--- src/rtl/erm16_bus_pkg.sv ---
// Shared types and constants for the ERM16 memory-bus arbiter.
package erm16_bus_pkg;

    typedef enum logic [0:0] {
        IDLE = 1'b0,
        OWN  = 1'b1
    } arb_state_t;

    localparam int DEF_AW = 16;
    localparam int DEF_DW = 16;

    localparam int REQ_STACK = 0;
    localparam int REQ_CPU   = 1;
    localparam int REQ_DMA   = 2;

    // Index width that still works for a single requester.
    function automatic int idx_width(input int n);
        return (n > 1) ? $clog2(n) : 1;
    endfunction

endpackage

--- src/rtl/mem_bus_arbiter_if.sv ---
// Master-side and arbiter-side bundle for the shared ERM16 memory bus.
interface mem_bus_arbiter_if #(
    parameter int N_REQ = 3,
    parameter int AW    = 16,
    parameter int DW    = 16
);
    logic [N_REQ-1:0]    req;
    logic [N_REQ-1:0]    lock;
    logic [N_REQ*AW-1:0] m_addr;
    logic [N_REQ*DW-1:0] m_wdata;
    logic [N_REQ-1:0]    m_we;
    logic [N_REQ-1:0]    gnt;
    logic [N_REQ-1:0]    rvalid;
    logic [DW-1:0]       rdata;
    logic [AW-1:0]       mem_addr;
    logic [DW-1:0]       mem_wdata;
    logic                mem_we;
    logic [DW-1:0]       mem_rdata;

    modport master (
        output req, lock, m_addr, m_wdata, m_we, mem_rdata,
        input  gnt, rvalid, rdata, mem_addr, mem_wdata, mem_we
    );

    modport slave (
        input  req, lock, m_addr, m_wdata, m_we, mem_rdata,
        output gnt, rvalid, rdata, mem_addr, mem_wdata, mem_we
    );
endinterface

--- src/rtl/mem_bus_arbiter_arb_pick.sv ---
// Combinational winner select for the bus arbiter.
// ARB_ROUND_ROBIN_EN selects cyclic scan after the last owner; otherwise lowest index wins.
module arb_pick
    import erm16_bus_pkg::*;
#(
    parameter int N_REQ = 3,
    parameter int IW    = idx_width(N_REQ)
) (
    input  logic [N_REQ-1:0] i_req,
    input  logic [N_REQ-1:0] i_excl,
`ifdef ARB_ROUND_ROBIN_EN
    input  logic [IW-1:0]    i_last,
`endif
    output logic [IW-1:0]    o_idx,
    output logic             o_valid
);

    logic [N_REQ-1:0] w_cand;
    logic [IW-1:0]    w_pos;

    assign w_cand = i_req & ~i_excl;

`ifdef ARB_ROUND_ROBIN_EN
    // Cyclic scan starting just after the previous owner; first hit wins.
    always_comb begin
        o_idx   = {IW{1'b0}};
        o_valid = 1'b0;
        w_pos   = {IW{1'b0}};
        for (int k = 1; k <= N_REQ; k++) begin
            w_pos   = IW'((int'(i_last) + k) % N_REQ);
            o_idx   = (!o_valid && w_cand[w_pos]) ? w_pos : o_idx;
            o_valid = o_valid | w_cand[w_pos];
        end
    end
`else
    // Downward scan so the lowest requesting index is the last one written.
    always_comb begin
        o_idx   = {IW{1'b0}};
        o_valid = 1'b0;
        w_pos   = {IW{1'b0}};
        for (int k = N_REQ - 1; k >= 0; k--) begin
            w_pos   = IW'(k);
            o_idx   = w_cand[w_pos] ? w_pos : o_idx;
            o_valid = o_valid | w_cand[w_pos];
        end
    end
`endif

endmodule

--- src/rtl/mem_bus_arbiter.sv ---
// Registered req/gnt arbiter for the ERM16 single-port memory bus with bounded hold and lock.
// Build option: ARB_ROUND_ROBIN_EN (round-robin winner select instead of fixed priority).
module mem_bus_arbiter
    import erm16_bus_pkg::*;
#(
    parameter int N_REQ    = 3,
    parameter int AW       = DEF_AW,
    parameter int DW       = DEF_DW,
    parameter int MAX_HOLD = 8
) (
    input logic              clk,
    input logic              rst,
    mem_bus_arbiter_if.slave bus
);

    localparam int IW = idx_width(N_REQ);
    localparam int HW = $clog2(MAX_HOLD + 1);

    arb_state_t       r_state;
    logic [IW-1:0]    r_own;
    logic [HW-1:0]    r_hold;
    logic [N_REQ-1:0] r_gnt;
    logic [N_REQ-1:0] r_rvalid;
    logic [DW-1:0]    r_rdata;
`ifdef ARB_ROUND_ROBIN_EN
    logic [IW-1:0]    r_last;
`endif

    logic [N_REQ-1:0] w_own_mask;
    logic [N_REQ-1:0] w_pick_mask;
    logic [IW-1:0]    w_pick_idx;
    logic             w_pick_valid;
    logic             w_owner_req;
    logic             w_others;
    logic             w_forced;
    logic             w_release;
    logic             w_read;

    assign w_own_mask  = (r_state == OWN) ? ({{(N_REQ-1){1'b0}}, 1'b1} << r_own) : {N_REQ{1'b0}};
    assign w_pick_mask = {{(N_REQ-1){1'b0}}, 1'b1} << w_pick_idx;
    assign w_owner_req = (r_state == OWN) && bus.req[r_own];
    assign w_others    = |(bus.req & ~w_own_mask);
    // Lock only suppresses the hold-limit release; dropping req always releases.
    assign w_forced    = (r_hold == HW'(MAX_HOLD)) && w_others && !bus.lock[r_own];
    assign w_release   = !w_owner_req || w_forced;
    assign w_read      = w_owner_req && !bus.m_we[r_own];

    // The outgoing owner is never a candidate, which also covers the forced-release case.
    arb_pick #(
        .N_REQ (N_REQ),
        .IW    (IW)
    ) u_pick (
        .i_req   (bus.req),
        .i_excl  (w_own_mask),
`ifdef ARB_ROUND_ROBIN_EN
        .i_last  (r_last),
`endif
        .o_idx   (w_pick_idx),
        .o_valid (w_pick_valid)
    );

    // Bus drive from the current owner's slice; quiet when no one owns the bus.
    always_comb begin
        bus.mem_addr  = {AW{1'b0}};
        bus.mem_wdata = {DW{1'b0}};
        bus.mem_we    = 1'b0;
        if (r_state == OWN) begin
            bus.mem_addr  = bus.m_addr[r_own*AW +: AW];
            bus.mem_wdata = bus.m_wdata[r_own*DW +: DW];
            bus.mem_we    = bus.m_we[r_own] & bus.req[r_own];
        end else begin
            bus.mem_we    = 1'b0;
        end
    end

    // Arbitration FSM, hold counter and read-response capture.
    always_ff @(posedge clk) begin
        if (rst) begin
            r_state  <= IDLE;
            r_own    <= {IW{1'b0}};
            r_hold   <= {HW{1'b0}};
            r_gnt    <= {N_REQ{1'b0}};
            r_rvalid <= {N_REQ{1'b0}};
            r_rdata  <= {DW{1'b0}};
`ifdef ARB_ROUND_ROBIN_EN
            r_last   <= IW'(N_REQ - 1);
`endif
        end else begin
            if (w_read) begin
                r_rvalid <= w_own_mask;
                r_rdata  <= bus.mem_rdata;
            end else begin
                r_rvalid <= {N_REQ{1'b0}};
                r_rdata  <= r_rdata;
            end

            case (r_state)
                IDLE: begin
                    if (w_pick_valid) begin
                        r_state <= OWN;
                        r_own   <= w_pick_idx;
                        r_hold  <= HW'(1);
                        r_gnt   <= w_pick_mask;
`ifdef ARB_ROUND_ROBIN_EN
                        r_last  <= w_pick_idx;
`endif
                    end else begin
                        r_state <= IDLE;
                        r_gnt   <= {N_REQ{1'b0}};
                    end
                end
                OWN: begin
                    if (w_release && w_pick_valid) begin
                        r_own   <= w_pick_idx;
                        r_hold  <= HW'(1);
                        r_gnt   <= w_pick_mask;
`ifdef ARB_ROUND_ROBIN_EN
                        r_last  <= w_pick_idx;
`endif
                    end else if (w_release) begin
                        r_state <= IDLE;
                        r_own   <= {IW{1'b0}};
                        r_hold  <= {HW{1'b0}};
                        r_gnt   <= {N_REQ{1'b0}};
                    end else if (r_hold != HW'(MAX_HOLD)) begin
                        r_hold  <= r_hold + HW'(1);
                    end else begin
                        r_hold  <= r_hold;
                    end
                end
                default: begin
                    r_state <= IDLE;
                    r_own   <= {IW{1'b0}};
                    r_hold  <= {HW{1'b0}};
                    r_gnt   <= {N_REQ{1'b0}};
                end
            endcase
        end
    end

    assign bus.gnt    = r_gnt;
    assign bus.rvalid = r_rvalid;
    assign bus.rdata  = r_rdata;

endmodule

--- src/flat_wrapper.sv ---
// flat-port wrapper written by rule: the top's interface ports become plain ports
module mem_bus_arbiter_flat import erm16_bus_pkg::*;
#(
    parameter int N_REQ    = 3,
    parameter int AW       = DEF_AW,
    parameter int DW       = DEF_DW,
    parameter int MAX_HOLD = 8
)
  (clk, rst, bus_req, bus_lock, bus_m_addr, bus_m_wdata, bus_m_we, bus_mem_rdata, bus_gnt, bus_rvalid, bus_rdata, bus_mem_addr, bus_mem_wdata, bus_mem_we);
  mem_bus_arbiter_if #(.N_REQ(N_REQ), .AW(AW), .DW(DW)) bus_i ();
  input logic clk;
  input logic rst;
  input wire logic [$bits(bus_i.req)-1:0] bus_req;
  input wire logic [$bits(bus_i.lock)-1:0] bus_lock;
  input wire logic [$bits(bus_i.m_addr)-1:0] bus_m_addr;
  input wire logic [$bits(bus_i.m_wdata)-1:0] bus_m_wdata;
  input wire logic [$bits(bus_i.m_we)-1:0] bus_m_we;
  input wire logic [$bits(bus_i.mem_rdata)-1:0] bus_mem_rdata;
  output wire logic [$bits(bus_i.gnt)-1:0] bus_gnt;
  output wire logic [$bits(bus_i.rvalid)-1:0] bus_rvalid;
  output wire logic [$bits(bus_i.rdata)-1:0] bus_rdata;
  output wire logic [$bits(bus_i.mem_addr)-1:0] bus_mem_addr;
  output wire logic [$bits(bus_i.mem_wdata)-1:0] bus_mem_wdata;
  output wire logic [$bits(bus_i.mem_we)-1:0] bus_mem_we;
  assign bus_i.req = bus_req;
  assign bus_i.lock = bus_lock;
  assign bus_i.m_addr = bus_m_addr;
  assign bus_i.m_wdata = bus_m_wdata;
  assign bus_i.m_we = bus_m_we;
  assign bus_i.mem_rdata = bus_mem_rdata;
  assign bus_gnt = bus_i.gnt;
  assign bus_rvalid = bus_i.rvalid;
  assign bus_rdata = bus_i.rdata;
  assign bus_mem_addr = bus_i.mem_addr;
  assign bus_mem_wdata = bus_i.mem_wdata;
  assign bus_mem_we = bus_i.mem_we;
  mem_bus_arbiter #(.N_REQ(N_REQ), .AW(AW), .DW(DW), .MAX_HOLD(MAX_HOLD)) u_core (.clk(clk), .rst(rst), .bus(bus_i));
endmodule
--- config.mk ---
export PLATFORM = sky130hd
export DESIGN_NAME = mem_bus_arbiter_flat
export DESIGN_NICKNAME = d
export VERILOG_FILES = /design/src/rtl/erm16_bus_pkg.sv /design/src/rtl/mem_bus_arbiter_if.sv /design/src/rtl/mem_bus_arbiter_arb_pick.sv /design/src/rtl/mem_bus_arbiter.sv /design/src/flat_wrapper.sv
export SDC_FILE = /design/constraint.sdc
export NUM_CORES = 1
export LEC_CHECK = 0
export ABC_AREA = 1
export CELL_PAD_IN_SITES_DETAIL_PLACEMENT = 1
export CELL_PAD_IN_SITES_GLOBAL_PLACEMENT = 1
export CORE_MARGIN = 4
export CORE_UTILIZATION = 20
export DETAILED_ROUTE_END_ITERATION = 16
export HOLD_SLACK_MARGIN = 0.12
export PLACE_DENSITY = 0.92
export SLEW_MARGIN = 40
export SYNTH_ARGS = -nofsm -noshare
export SYNTH_HDL_FRONTEND = slang
export SYNTH_SLANG_ARGS = --single-unit
--- constraint.sdc ---
create_clock -name clk -period 2.3 [get_ports clk]
set_clock_uncertainty 0.2 [all_clocks]
set_input_delay 0.23 -clock clk [delete_from_list [all_inputs] [get_ports clk]]
set_output_delay 0.23 -clock clk [all_outputs]
set_load 0.005 [all_outputs]
==> results of run 1 <==
-- cell type report --
cell class / instances / area share, %
multi-input cells: 249 / 28.66
well taps: 133 / 3.901
repair buffers: 198 / 48.31
repair inverters: 2 / 0.3520
clock buffers: 7 / 2.024
inverters: 30 / 2.933
flip-flops and latches: 29 / 13.82
-- critical path, cell delays in order, from the launching register on --
cell           delay, ps
dfxtp_4              370
inv_4                100
nor2_4                60
buf_4                140
buf_6                130
buf_4                140
a221oi_4             230
nor2_1                60
dlygate4sd2_1        280
-- per-stage QoR --
| stage | total power [mW] | cells | setup WS (ps) | hold slack [ps] | cell area (um^2) |
|---|---|---|---|---|---|
| after CTS | 1.714 | 638 | 2.574 | 275.7 | 4099 |
| final | 1.733 | 648 | 79.17 | 271.3 | 4265 |
| after global routing | 1.839 | 648 | -14.05 | 293.8 | 4265 |
| after global placement | 1.244 | 628 | 177.7 | 248.2 | 3936 |
| after floorplan | 0.8274 | 327 | 617.2 | 191.7 | 2044 |
| after detailed placement | 1.269 | 628 | 57.33 | 265.8 | 3936 |
-- cells in the mapped netlist --
library cell / count
clkdlybuf4s25_2: 1
nand3_1: 52
xor2_1: 2
nand2_4: 2
nand2_2: 1
a31oi_1: 5
clkinv_1: 1
a22oi_1: 14
nor2_2: 2
o21ai_0: 4
clkbuf_8: 2
nor2_1: 8
nand2_1: 123
ha_1: 2
a21oi_1: 26
buf_6: 4
clkbuf_1: 9
buf_2: 2
inv_1: 27
a221oi_4: 1
inv_2: 2
nor2_4: 1
nand4_1: 4
dfxtp_1: 29
nand3_2: 2
buf_12: 1
-- power groups by stage --
| stage | combinational [mW] | sequential, mW | clock [mW] |
|---|---|---|---|
| finish | 0.757 | 0.550 | 0.426 |
| global route | 0.823 | 0.553 | 0.463 |
| CTS | 0.731 | 0.550 | 0.433 |
| detailed placement | 0.711 | 0.558 | 0 |
| global placement | 0.688 | 0.556 | 0 |
| floorplan | 0.273 | 0.554 | 0 |
-- logic make-up (layout without fill, tap and decap cells) --
kind of cell / after synthesis / in the layout / synth area share [%]
AO/OA/AOI/OAI: 50 / 50 / 15.30
adder cells (fa/ha/maj): 2 / 2 / 1.224
XOR/XNOR: 2 / 2 / 0.8569
AND/OR/NAND/NOR: 195 / 195 / 41.55
buffers and inverters: 49 / 237 / 12.67
flip-flops: 29 / 29 / 28.40
-- registers in the layout, indices dropped and copies added (netlist names) --
name,flops
u_core.bus.rdata,16
u_core.r_own,2
u_core.r_state,1
u_core.bus.rvalid,3
u_core.bus.gnt,3
u_core.r_hold,4
-- per-layer routing --
layer / up-vias / wire (um)
li1: 1453 / -
met1: 1405 / 4267
met2: 98 / 6043
met3: 27 / 652
met4: 0 / 312
met5: - / 0
-- how the worst min path moves through the flow --
stage                        startpoint              endpoint  slack [ps]  cells after the start
floorplan             bus_mem_rdata[10]  u_core.bus.rdata[10]         190                      2
finish              u_core.bus.rdata[0]   u_core.bus.rdata[0]         270                      2
CTS                 u_core.bus.rdata[3]   u_core.bus.rdata[3]         280                      2
detailed placement  u_core.bus.rdata[4]   u_core.bus.rdata[4]         270                      2
global placement    u_core.bus.rdata[7]   u_core.bus.rdata[7]         250                      2
global route        u_core.bus.rdata[0]   u_core.bus.rdata[0]         290                      2
-- what timing repair did --
item,CTS,global route
pin swaps,0,1
gates resized for setup,22,28
buffers inserted,1,7
endpoints found under the setup margin,33,27
gates cloned,2,3
endpoints found under the hold margin,0,0
==> run_results.csv, run 1 <==
group,metric,value,unit
sta,slew_headroom,68.41,%
clock_network,cts_max_level,2,
layout,multi_input_area,1222,um^2
layout,fill_cells,1239,
clock_network,clock_path_buffers,2,
layout,mostFrequentLayoutCell,"clkdlybuf4s50_1",
drt,routed_wl,11280,um
critical_path,worstSetupStartpointType,"flip-flop",
pwr,ir_worst_vdd,247.3,uV
layout,diodes,0,
synth,ys.warnings.count,0,
sta,period_needed,2221,ps
clock_network,cts_root_buf,"clkbuf_8",
pwr,p_sw,0.5332,mW
placed_design,place.gp.congestion,0.8006,
layout,layout_common_cells,"149 x clkdlybuf4s50_1, 122 x nand2_1, 51 x nand3_1, 26 x a21oi_1, 26 x dfxtp_1",
floorplan,io_pins,178,
drt,routed_via_density,4.603,
synth,syn_area,2044,um^2
synth,synth.distinct_cells,26,
critical_path,timing.rr.start,"u_core.r_own[0]",
synth,synth_fp_nets,452,
global_routing,top_usage_layer,"met2",
synth,seq_area_frac_synth,28.40,%
floorplan,coreArea,9864,um^2
synth,synthCells,327,
global_routing,gr-usage-met1,18.74,%
pwr,sw_frac_of_total,30.77,%
sta,worst_pin_slew,472.3,ps
drt,antenna_left,0,
sta,max_freq,450.3,MHz
critical_path,path_max_fanout,8,
pwr,power.leakage,2.077,nW
global_routing,grt-ovfl-total,0,
floorplan,initial_utilization,20.73,%
pwr,clock_power_share,24.6,%
drt,vias,2983,
critical_path,cp-end-kind,"output pin",
global_routing,grt_pass1_wl,16210,um
sta,slew_violations,0,
job,drv_cap,0,
floorplan,num_rows,36,
layout,final_layout_size_suffix_gt1_share,9.320,%
drt,avgRoutedWirePerCell,17.40,um
hold_path,min_path_type,"reg -> reg",
drt,drc,0,
critical_path,critical_path.endpoint,"bus_mem_we",
sta,post-route-period-util,96.56,%
placed_design,port_buffers,177,
layout,post-route-util,43.24,%
critical_path,rrSetupSlack,150,ps
pwr,p_per_area,406.3,nW/um^2
global_routing,gr-usage-met2,33.16,%
floorplan,die-area,11900,um^2
placed_design,hpwl,8657,um
layout,regArea,589.3,um^2
sta,hold_viol_final,0,
critical_path,startpoint,"u_core.r_own[0]",
layout,area_growth,108.6,%
sta,setup_violations,0,
clock_network,clk_pin_slew,60,ps
critical_path,path_class,"reg -> out",
synth,netlist.area_leader.share,28.40,%
clock_network,cts_buffers,5,
global_routing,first_global_vias,3246,
synth,avgSynthCellArea,6.252,um^2
global_routing,antenna_found_initial,0,
drt,drtIter0Drc,91,
critical_path,cp.required,1870,ps
synth,yosys-top-cells-area,"dfxtp_1 28%, nand2_1 23%, nand3_1 13%",
global_routing,grtUsageTotal,17.30,%
pwr,power_frac_seq,31.7,%
global_routing,grtUsageMet3,3.848,%
clock_network,clkSinkCount,29,
floorplan,die_x,109.1,um
critical_path,r2r-end,"u_core.bus.rdata[13]",
clock_network,cts_tree,"built",
clock_network,clk_latency,270,ps
floorplan,die_y,109.1,um
drt,drtPass1Iterations,6,
sta,rsz0062_at_grt,"true",
global_routing,grt_max_degree,23,
sta,finalSetupTns,0,ps
clock_network,cts_hold_buf,0,
synth,synth_area_leader_cell,"dfxtp_1",
pwr,internal_power,1.200,mW
layout,num-nets-final,640,
synth,ys_seq_elements,29,
critical_path,ff2ff_path_depth,10,
pwr,p_comb_share,43.7,%
status,outcome,"finished, final reports clean",
critical_path,cp.arrival,1790,ps
No activity file was read; power rests on OpenSTA's default activity.
==> inputs of run 2 (changes only) <==
--- a/config.mk
+++ b/config.mk
@@ -17,3 +17,4 @@
 export SYNTH_ARGS = -nofsm -noshare
 export SYNTH_HDL_FRONTEND = slang
 export SYNTH_SLANG_ARGS = --single-unit
+export TNS_END_PERCENT = 30
==> run_results.csv, run 2 (synthesized netlist as in run 1, its figures left out) <==
group,metric,value,unit
status,outcome,"finished, final reports clean",
layout,layout_common_cells,"148 x clkdlybuf4s50_1, 122 x nand2_1, 51 x nand3_1, 26 x a21oi_1, 26 x dfxtp_1",
global_routing,grt_pass1_wl,16210,um
pwr,ir_worst_vdd,247.3,uV
floorplan,die_y,109.1,um
global_routing,grt-ovfl-total,0,
sta,finalSetupTns,0,ps
drt,drtIter0Drc,150,
critical_path,path_max_fanout,8,
sta,setup_violations,0,
critical_path,cp.required,1870,ps
pwr,p_per_area,405.7,nW/um^2
global_routing,grtUsageTotal,17.30,%
pwr,p_sw,0.5276,mW
floorplan,die_x,109.1,um
critical_path,crit_chain,"inv_4 > nor2_4 > buf_4 > buf_6 > buf_4 > a221oi_4 > nor2_1 > dlygate4sd2_1",
global_routing,antenna_found_initial,0,
critical_path,cp-end-kind,"output pin",
sta,worst_pin_slew,476.9,ps
clock_network,cts_buffers,5,
critical_path,timing.rr.start,"u_core.r_own[0]",
global_routing,grt_max_degree,23,
floorplan,die-area,11900,um^2
layout,mostFrequentLayoutCell,"clkdlybuf4s50_1",
clock_network,cts_root_buf,"clkbuf_8",
drt,antenna_left,0,
pwr,internal_power,1.186,mW
layout,largest_register_ffs,16,
critical_path,path_class,"reg -> out",
clock_network,cts_tree,"built",
sta,slew_headroom,68.11,%
layout,diodes,0,
layout,num-nets-final,637,
clock_network,clk_latency,270,ps
sta,hold_viol_final,0,
clock_network,cts_hold_buf,0,
sta,slew_violations,0,
pwr,p_total,1.713,mW
critical_path,worstSetupStartpointType,"flip-flop",
clock_network,clkSinkCount,29,
critical_path,startpoint,"u_core.r_own[0]",
pwr,power_frac_seq,32.1,%
pwr,power.leakage,2.066,nW
drt,vias,2956,
placed_design,place.gp.congestion,0.8006,
sta,period_needed,2222,ps
clock_network,clk_pin_slew,70,ps
placed_design,hpwl,8657,um
job,drv_cap,0,
layout,final_layout_size_suffix_gt1_share,8.789,%
drt,routed_via_density,4.583,
floorplan,num_rows,36,
hold_path,min_from,"u_core.bus.rdata[0]",
hold_path,min_path_type,"reg -> reg",
drt,drtPass1Iterations,4,
pwr,sw_frac_of_total,30.79,%
critical_path,cpPeakStageDelay,380,ps
sta,max_freq,450.0,MHz
drt,drc,0,
floorplan,io_pins,178,
critical_path,crit_slowest_cell,"dfxtp_4",
critical_path,cp.arrival,1790,ps
pwr,p_comb_share,43.0,%
drt,avgRoutedWirePerCell,17.19,um
clock_network,cts_max_level,2,
drt,routed_wl,11090,um
global_routing,first_global_vias,3246,
clock_network,clock_path_buffers,2,
critical_path,crit_top_cell,"buf_4",
layout,post-route-util,42.81,%
layout,area_growth,106.5,%
sta,post-route-period-util,96.62,%
floorplan,coreArea,9864,um^2
sta,rsz0062_at_grt,"true",
floorplan,initial_utilization,20.73,%
placed_design,port_buffers,177,
pwr,clock_power_share,25.0,%
## run 2: path summary, 6_finish.rpt
| path | end | slack (ps) | depth (start not counted) |
|---|---|---|---|
| worst max-delay path | bus_mem_we | 80 | 8 |
| worst min register to register | u_core.bus.rdata[0] | 270 | 2 |
| worst max register to register | u_core.bus.rdata[13] | 150 | 10 |
| worst min-delay path | u_core.bus.rdata[0] | 270 | 2 |
## run 2: final cells by class
cell class,count,area (um^2)
Sequential cell,29,589.3
Clock buffer,7,86.33
Fill cell,1240,5642
Multi-Input combinational cell,249,1217
Inverter,30,125.1
Timing Repair Buffer,195,2023
Tap cell,133,166.4
Timing Repair inverter,2,15.01
## run 2: stage by stage
stage	std cells	area (um^2)	setup WS [ps]	hold WS, ps
3_5_place_dp	628	3936	57.33	265.8
4_1_cts	638	4099	2.574	275.7
6_report	645	4223	77.80	271.3
2_1_floorplan	327	2044	617.2	191.7
5_1_grt	645	4223	-12.65	293.8
3_3_place_gp	628	3936	177.7	248.2
## run 2: repair_timing
item,in CTS,in global routing
pin swaps,0,0
endpoints found under the setup margin,33,27
cloned,2,2
resized for setup,22,28
endpoints found under the hold margin,0,0
buffers inserted,1,5
## run 2: per-layer routing
metal  global-route usage [%]  share of wire, %  up-vias
met5                        0                 0        -
met3                    3.848               5.3       25
met4                    5.050               2.5        0
li1                         -                 -     1444
met1                    18.74                38     1400
met2                    33.16                54       87
## run 2: power by group through the flow
| stage | logic [mW] | clock network, mW | registers, mW |
|---|---|---|---|
| 2_1_floorplan | 0.273 | 0 | 0.554 |
| 3_3_place_gp | 0.688 | 0 | 0.556 |
| 3_5_place_dp | 0.711 | 0 | 0.558 |
| 4_1_cts | 0.731 | 0.433 | 0.550 |
| 5_1_grt | 0.801 | 0.463 | 0.553 |
| 6_report | 0.737 | 0.428 | 0.549 |
## run 2: critical path, delay by kind of cell (launching register included)
family	cells	cell delay (ps)
buffers and inverters	5	790
DFF	1	380
and+or+nand+nor	2	120
AOI/OAI and AO/OA	1	230
==> inputs of run 3 (changes only) <==
--- a/config.mk
+++ b/config.mk
@@ -13,7 +13,6 @@
 export DETAILED_ROUTE_END_ITERATION = 16
 export HOLD_SLACK_MARGIN = 0.12
 export PLACE_DENSITY = 0.92
-export SLEW_MARGIN = 40
 export SYNTH_ARGS = -nofsm -noshare
 export SYNTH_HDL_FRONTEND = slang
 export SYNTH_SLANG_ARGS = --single-unit
==> constraint.sdc (replaced) <==
create_clock -name clk -period 2.2 [get_ports clk]
set_clock_uncertainty 0.2 [all_clocks]
set_input_delay 0.22 -clock clk [delete_from_list [all_inputs] [get_ports clk]]
set_output_delay 0.22 -clock clk [all_outputs]
set_load 0.005 [all_outputs]
==> run_results.csv, run 3 (synthesized netlist as in run 1, its figures left out) <==
group,metric,value,unit
status,outcome,"complete, but fails checks",
status,violations,"setup timing",
clock_network,clock_path_buffers,2,
job,drv_cap,0,
global_routing,first_global_vias,3219,
layout,final_layout_size_suffix_gt1_share,8.039,%
drt,drc,0,
placed_design,place.gp.congestion,0.8235,
placed_design,dp_cells,631,
sta,post-route-period-util,105.3,%
critical_path,path_class,"reg -> out",
layout,stdcell_area,4173,um^2
global_routing,grtUsageTotal,17.48,%
drt,antenna_left,0,
sta,max_freq,431.7,MHz
global_routing,antenna_found_initial,0,
pwr,power.leakage,1.859,nW
clock_network,cts_max_level,2,
layout,diodes,0,
layout,area_growth,104.1,%
floorplan,io_pins,178,
pwr,ir_worst_vdd,191.6,uV
critical_path,cp-end-kind,"output pin",
floorplan,num_rows,36,
clock_network,cts_buffers,5,
clock_network,cts_root_buf,"clkbuf_8",
layout,mostFrequentLayoutCell,"clkdlybuf4s50_1",
global_routing,grt_pass1_wl,16410,um
hold_path,min_path_type,"reg -> reg",
critical_path,cp.arrival,1900,ps
global_routing,grt-ovfl-total,0,
sta,hold_viol_final,0,
critical_path,path_max_fanout,9,
sta,slew_headroom,72.90,%
pwr,p_total,1.789,mW
sta,period_needed,2316,ps
drt,routed_wl,10970,um
layout,fin_cells,643,
clock_network,clkSinkCount,29,
sta,fin_ws,-116.3,ps
layout,num-nets-final,635,
drt,routed_via_density,4.617,
global_routing,grt_max_degree,27,
sta,rsz0062_at_grt,"true",
critical_path,worstSetupStartpointType,"flip-flop",
layout,layout_common_cells,"147 x clkdlybuf4s50_1, 123 x nand2_1, 52 x nand3_1, 27 x dlygate4sd2_1, 27 x dfxtp_1",
sta,holdWs,266.2,ps
placed_design,placed_area,3984,um^2
floorplan,initial_utilization,20.73,%
clock_network,cts_hold_buf,0,
floorplan,die-area,11900,um^2
sta,setup_violations,3,
floorplan,die_x,109.1,um
clock_network,cts_tree,"built",
clock_network,clk_latency,280,ps
drt,drtPass1Iterations,4,
critical_path,cp.required,1780,ps
floorplan,coreArea,9864,um^2
drt,drtIter0Drc,167,
placed_design,port_buffers,177,
pwr,p_per_area,428.8,nW/um^2
drt,avgRoutedWirePerCell,17.06,um
drt,vias,2969,
sta,slew_violations,0,
sta,worst_pin_slew,406.5,ps
clock_network,clk_pin_slew,70,ps
layout,largest_register_ffs,16,
floorplan,die_y,109.1,um
placed_design,hpwl,8777,um
==> run 3: final cells by class <==
| class | count | area, um^2 |
|---|---|---|
| repair buffers | 195 | 1994 |
| clock buffers | 7 | 86.33 |
| fillers | 1232 | 5692 |
| multi-input cells | 249 | 1219 |
| well taps | 133 | 166.4 |
| flip-flops and latches | 29 | 588.1 |
| inverters | 30 | 118.9 |
==> run 3: worst paths after layout <==
check / from / to / slack [ps] / depth (start not counted)
setup / recovery: u_core.r_own[0] / bus_mem_wdata[13] / -120 / 9
hold / removal: u_core.bus.rdata[15] / u_core.bus.rdata[15] / 270 / 2
hold reg to reg: u_core.bus.rdata[15] / u_core.bus.rdata[15] / 270 / 2
setup reg to reg: u_core.r_hold[0] / u_core.r_hold[0] / 200 / 12
==> run 3: report_power, final <==
group          switching, mW  internal (mW)  total [mW]  leakage [nW]
combinational          0.328          0.434       0.762          1.58
clock                  0.207          0.248       0.455        0.0443
sequential            0.0211          0.551       0.572         0.238
total                  0.557           1.23        1.79          1.86
==> run 3: metal layers <==
layer  global-route usage [%]  share of wire [%]
met1                    20.05                 38
met2                    32.81                 55
met3                    2.901                4.6
met4                    5.230                2.2
met5                        0                  0
==> run 3: what timing repair did <==
item	in CTS	in global routing
endpoints found under the setup margin	33	15
gates resized for setup	37	8
buffers inserted	2	1
gates cloned	2	0
pin swaps	1	1
==> run 3: critical path, stage by stage (launching register included) <==
cell	delay [ps]
dfxtp_4	380
inv_4	60
nor2_4	140
buf_4	150
buf_12	120
a22oi_1	80
nand2_1	80
nand2_1	60
inv_1	50
clkdlybuf4s50_1	490
==> run 3: stage by stage <==
step,worst slack (ps),util (%),setup TNS [ps]
after floorplan,517.2,-,0
after global placement,100.0,40.39,0
after detailed placement,74.78,40.39,0
after CTS,-137.8,41.95,-705.0
after global routing,-201.0,42.30,-597.4
final,-116.3,42.30,-242.0
